--- src/rtl/frequency_window_counter.sv ---
// Measures rising edges, window length and (optionally) high time of a synchronised input
// over start/stop windows. Define FREQUENCY_WINDOW_DUTY_EN to build the high-time counter.
module frequency_window_counter #(
  parameter int COUNTER_WIDTH = 32,
  parameter int SYNC_STAGES   = 2
) (
  input  logic                     clock,
  input  logic                     reset,
  input  logic                     enable,
  input  logic                     start_analyzer,
  input  logic                     stop_analyzer,
  input  logic                     sample_data,
  output logic [COUNTER_WIDTH-1:0] edge_count,
  output logic [COUNTER_WIDTH-1:0] window_cycles,
  output logic [COUNTER_WIDTH-1:0] high_cycles,
  output logic                     overflow,
  output logic                     result_valid,
  output logic                     busy
);

  localparam logic [COUNTER_WIDTH-1:0] CNT_ONE = {{(COUNTER_WIDTH-1){1'b0}}, 1'b1};
  localparam logic [COUNTER_WIDTH-1:0] CNT_MAX = '1;

  typedef enum logic {IDLE, MEASURE} state_t;

  state_t                   state_reg, state_next;
  logic [SYNC_STAGES-1:0]   sync_reg;
  logic                     s, prev_reg, rise;
  logic [COUNTER_WIDTH-1:0] window_reg, edge_reg, window_inc, edge_inc;
  logic                     ovf_reg, ovf_inc, high_sat;
  logic                     publish, clear, count;

  function automatic logic [COUNTER_WIDTH-1:0] sat_inc(input logic [COUNTER_WIDTH-1:0] v,
                                                       input logic inc);
    return (inc && v != CNT_MAX) ? v + CNT_ONE : v;
  endfunction

  always_ff @(posedge clock) begin
    if (reset) begin
      sync_reg <= '0;
      prev_reg <= 1'b0;
    end else begin
      sync_reg <= {sync_reg[SYNC_STAGES-2:0], sample_data};
      prev_reg <= s;
    end
  end

  assign s    = sync_reg[SYNC_STAGES-1];
  assign rise = s & ~prev_reg;
  assign busy = (state_reg == MEASURE);

  // A stop publishes counts that include the stop cycle; a simultaneous start reopens at once.
  always_comb begin
    state_next = state_reg;
    publish    = 1'b0;
    clear      = 1'b0;
    count      = 1'b0;
    if (!enable) begin
      state_next = IDLE;
    end else begin
      case (state_reg)
        IDLE: begin
          if (start_analyzer) begin
            clear      = 1'b1;
            state_next = MEASURE;
          end
        end
        MEASURE: begin
          if (stop_analyzer) begin
            publish    = 1'b1;
            count      = 1'b1;
            clear      = start_analyzer;
            state_next = start_analyzer ? MEASURE : IDLE;
          end else if (start_analyzer) begin
            clear = 1'b1;
          end else begin
            count = 1'b1;
          end
        end
        default: state_next = IDLE;
      endcase
    end
  end

  assign window_inc = sat_inc(window_reg, 1'b1);
  assign edge_inc   = sat_inc(edge_reg, rise);
  assign ovf_inc    = ovf_reg | (window_reg == CNT_MAX) | (rise && edge_reg == CNT_MAX) | high_sat;

  always_ff @(posedge clock) begin
    if (reset) begin
      state_reg     <= IDLE;
      window_reg    <= '0;
      edge_reg      <= '0;
      ovf_reg       <= 1'b0;
      window_cycles <= '0;
      edge_count    <= '0;
      overflow      <= 1'b0;
      result_valid  <= 1'b0;
    end else begin
      state_reg    <= state_next;
      result_valid <= publish;
      if (publish) begin
        window_cycles <= window_inc;
        edge_count    <= edge_inc;
        overflow      <= ovf_inc;
      end
      if (clear) begin
        window_reg <= '0;
        edge_reg   <= '0;
        ovf_reg    <= 1'b0;
      end else if (count) begin
        window_reg <= window_inc;
        edge_reg   <= edge_inc;
        ovf_reg    <= ovf_inc;
      end
    end
  end

`ifdef FREQUENCY_WINDOW_DUTY_EN
  logic [COUNTER_WIDTH-1:0] high_reg, high_inc;

  assign high_inc = sat_inc(high_reg, s);
  assign high_sat = s && (high_reg == CNT_MAX);

  always_ff @(posedge clock) begin
    if (reset) begin
      high_reg    <= '0;
      high_cycles <= '0;
    end else begin
      if (publish) high_cycles <= high_inc;
      if (clear) high_reg <= '0;
      else if (count) high_reg <= high_inc;
    end
  end
`else
  assign high_sat    = 1'b0;
  assign high_cycles = '0;
`endif

endmodule

--- config.mk ---
export PLATFORM = sky130hd
export DESIGN_NAME = frequency_window_counter
export DESIGN_NICKNAME = d
export VERILOG_FILES = /design/src/rtl/frequency_window_counter.sv
export SDC_FILE = /design/constraint.sdc
export NUM_CORES = 1
export LEC_CHECK = 0
export CAP_MARGIN = 0
export CORE_MARGIN = 2
export CORE_UTILIZATION = 40
export CTS_CLUSTER_DIAMETER = 50
export CTS_CLUSTER_SIZE = 40
export DETAILED_ROUTE_END_ITERATION = 7
export PLACE_DENSITY = 0.65
export SLEW_MARGIN = 30
export SYNTH_ARGS = -nofsm -noshare
export SYNTH_HDL_FRONTEND = slang
export SYNTH_SLANG_ARGS = --single-unit
export TNS_END_PERCENT = 50
--- constraint.sdc ---
create_clock -name clock -period 5.6 [get_ports clock]
set_input_delay 0.56 -clock clock [delete_from_list [all_inputs] [get_ports clock]]
set_output_delay 0.56 -clock clock [all_outputs]
set_load 0.02 [all_outputs]
==> results.json <==
{
  "grt_pass1_wl_um": 26500,
  "fmax_mhz": 335,
  "fin_tns_setup_ps": 0,
  "detail_route.wl_per_cell_um": 14.7,
  "power_frac_seq_pct": 45.5,
  "gr-total-overflow": 0,
  "crit_arrival_ps": 3260,
  "grt_pass1_vias": 5195,
  "dp_hpwl_um": 10600,
  "numCtsBuffers": 17,
  "ant_nets": 0,
  "regArea_um2": 2700,
  "synth-edff-count": 0,
  "outcome": "finished, final reports clean",
  "fin_nets": 872,
  "syn_area_um2": 6760,
  "dr.first_iter.drc_count": 286,
  "cts_tree": "yes",
  "min_path_cells": 1,
  "routed_wirelength_um": 16100,
  "cp_max_fo": 16,
  "synth_seq_cells": 135,
  "num_vias": 5760,
  "cts_num_sinks": 135,
  "row_count": 47,
  "cts_buffer_depth": 2,
  "chipWidth_um": 134,
  "dp_slack_ps": 2580,
  "area_growth_syn_to_layout_pct": 19.3,
  "drc_errors": 0,
  "p_comb_share_pct": 4.9,
  "grt_max_degree": 72,
  "fin_crit_sh_pct": 53.3,
  "final_cell_mix": "dfxtp_1, nor2_1, clkdlybuf4s50_1",
  "track_usage_pct": 18.3,
  "path_class": "reg2reg",
  "port-buffer-count": 72,
  "async_reset_ff_share_pct": 0,
  "cts_resized": 0,
  "ctsHoldBuffers": 0,
  "reg2regPathDepth": 7,
  "max_cap_viol_count": 0,
  "maxSlewViolCount": 0,
  "rsz0062_at_grt": "false",
  "die_h_um": 134,
  "multi_input_area_um2": 3730,
  "timing.final.ws_setup_ps": 2620,
  "yosys_warnings": 0,
  "r2r-end": "window_cycles[15]",
  "min-delay-start": "sync_reg[0]",
  "relSlewSlack_pct": 33.2,
  "p_sw_share_pct": 21.7,
  "period_minus_slack_ps": 2980,
  "cts_root_buffer": "clkbuf_16",
  "synth.avg_cell_area_um2": 8.29,
  "ioPinCount": 105,
  "cp.required_ps": 5870,
  "power_uw": 2150,
  "initial_core_util_pct": 40.9,
  "finalSetupViolations": 0,
  "synth_cell_types": 57,
  "hold_class": "reg2reg",
  "finClkSkew_ps": 9.19,
  "whs_endpoint": "sync_reg[1]",
  "critPathCaptureType": "register",
  "worst_slew_pin_slew_ps": 995,
  "synth_top_flop_cell": "dfxtp_1",
  "yosysSeqAreaShare_pct": 40.0,
  "pwr_density_cell_nw_per_um2": 267,
  "htreeDepth": 4,
  "syn_inst": 815,
  "final_common_cell": "dfxtp_1",
  "peakVddDrop_v": 0.000227,
  "r2r_slack_ps": 2620,
  "antenna_cells": 0,
  "p_int_uw": 1680,
  "drive_gt1_share_pct": 6.41,
  "cp-start-kind": "register",
  "dr.pass1.iters": 4,
  "r2r-start": "window_reg[0]",
  "core_area_um2": 16500,
  "power_frac_clock_pct": 49.7,
  "p_switching_uw": 467,
  "fillers": 1616,
  "dieArea_um2": 18000,
  "grt_antenna_before_repair": 0,
  "gp_congestion": 0.846,
  "finalHoldViolCount": 0,
  "hold_ws_ps": 442,
  "post_cts_buffers": 0,
  "avgViaCountPerCell": 5.27,
  "path_clk_slew_ps": 60,
  "clock_latency_ps": 420,
  "leakage_uw": 0.00251
}
## worst max path at each step
stage	from	slack [ps]	endpoint
2_1_floorplan	window_reg[0]	3370	window_cycles[22]
3_3_place_gp	enable	2600	edge_reg[20]
3_5_place_dp	enable	2580	edge_reg[20]
4_1_cts	window_reg[0]	2610	window_cycles[9]
5_1_grt	window_reg[0]	2360	window_cycles[15]
6_report	window_reg[0]	2620	window_cycles[15]
## kinds of logic after synthesis
family,after synthesis,synth area share (%)
other,1,0.0555
DFF,135,40.0
muxes,1,0.167
AOI/OAI and AO/OA,149,14.8
buffers and inverters,85,6.92
and+or+nand+nor,362,27.3
adders and majority gates,2,0.370
xor gates and xnor gates,80,10.4
## through the flow
step | util, % | area (um2) | std cells
floorplan | - | 6880 | 846
global placement | 45.3 | 7480 | 1064
detailed placement | 45.3 | 7490 | 1065
CTS | 48.7 | 8050 | 1094
global route | 48.8 | 8060 | 1094
finish | 48.8 | 8060 | 1094
## power by group through the flow
| stage | logic (uW) | registers (uW) | clock network, uW |
|---|---|---|---|
| after floorplan | 75.0 | 1010 | 0 |
| after global placement | 104 | 999 | 0 |
| after detailed placement | 105 | 999 | 0 |
| after CTS | 105 | 978 | 1090 |
| after global routing | 113 | 979 | 1140 |
| final | 105 | 978 | 1070 |
## Yosys cell counts, types with 4 or more instances
| master | n | area, um2 |
|---|---|---|
| a211oi_1 | 39 | 293 |
| a21oi_1 | 34 | 170 |
| a311oi_1 | 8 | 70.1 |
| a31oi_1 | 7 | 43.8 |
| and2_1 | 7 | 43.8 |
| and3_1 | 12 | 75.1 |
| and4_1 | 7 | 61.3 |
| buf_2 | 11 | 55.1 |
| buf_4 | 32 | 240 |
| clkbuf_1 | 32 | 120 |
| dfxtp_1 | 135 | 2700 |
| inv_1 | 6 | 22.5 |
| nand2_1 | 53 | 199 |
| nand3_1 | 31 | 155 |
| nand4_1 | 29 | 181 |
| nor2_1 | 121 | 454 |
| nor2b_1 | 4 | 25.0 |
| nor3_1 | 38 | 190 |
| nor3_2 | 5 | 50.1 |
| nor4_1 | 6 | 37.5 |
| o21ai_0 | 32 | 160 |
| o21ai_1 | 5 | 25.0 |
| or3_1 | 31 | 194 |
| xnor2_1 | 49 | 429 |
| xor2_1 | 31 | 272 |
## critical path, stage by stage (launching register included)
cell and delay (ps):
dfxtp_1 440, ha_1 250, nand3_1 270, nor3_2 580, nand3_1 650, a31o_2 440
a21oi_1 120, nor3_1 70
## final cells by class
cell class / instances / area share (%)
repair buffers: 78 / 9.64
inverters: 6 / 0.279
flip-flops and latches: 135 / 33.5
multi-input cells: 626 / 46.3
well taps: 220 / 3.41
clock buffers: 25 / 6.02
clock inverters: 4 / 0.869
## per-layer routing
layer | vias up | track usage (%) | wire (um)
li1 | 2931 | - | -
met1 | 2684 | 24.8 | 7690
met2 | 122 | 28.4 | 7500
met3 | 23 | 4.91 | 718
met4 | 0 | 6.32 | 230
met5 | - | 0 | 0
(Power assumes the default switching activity.)
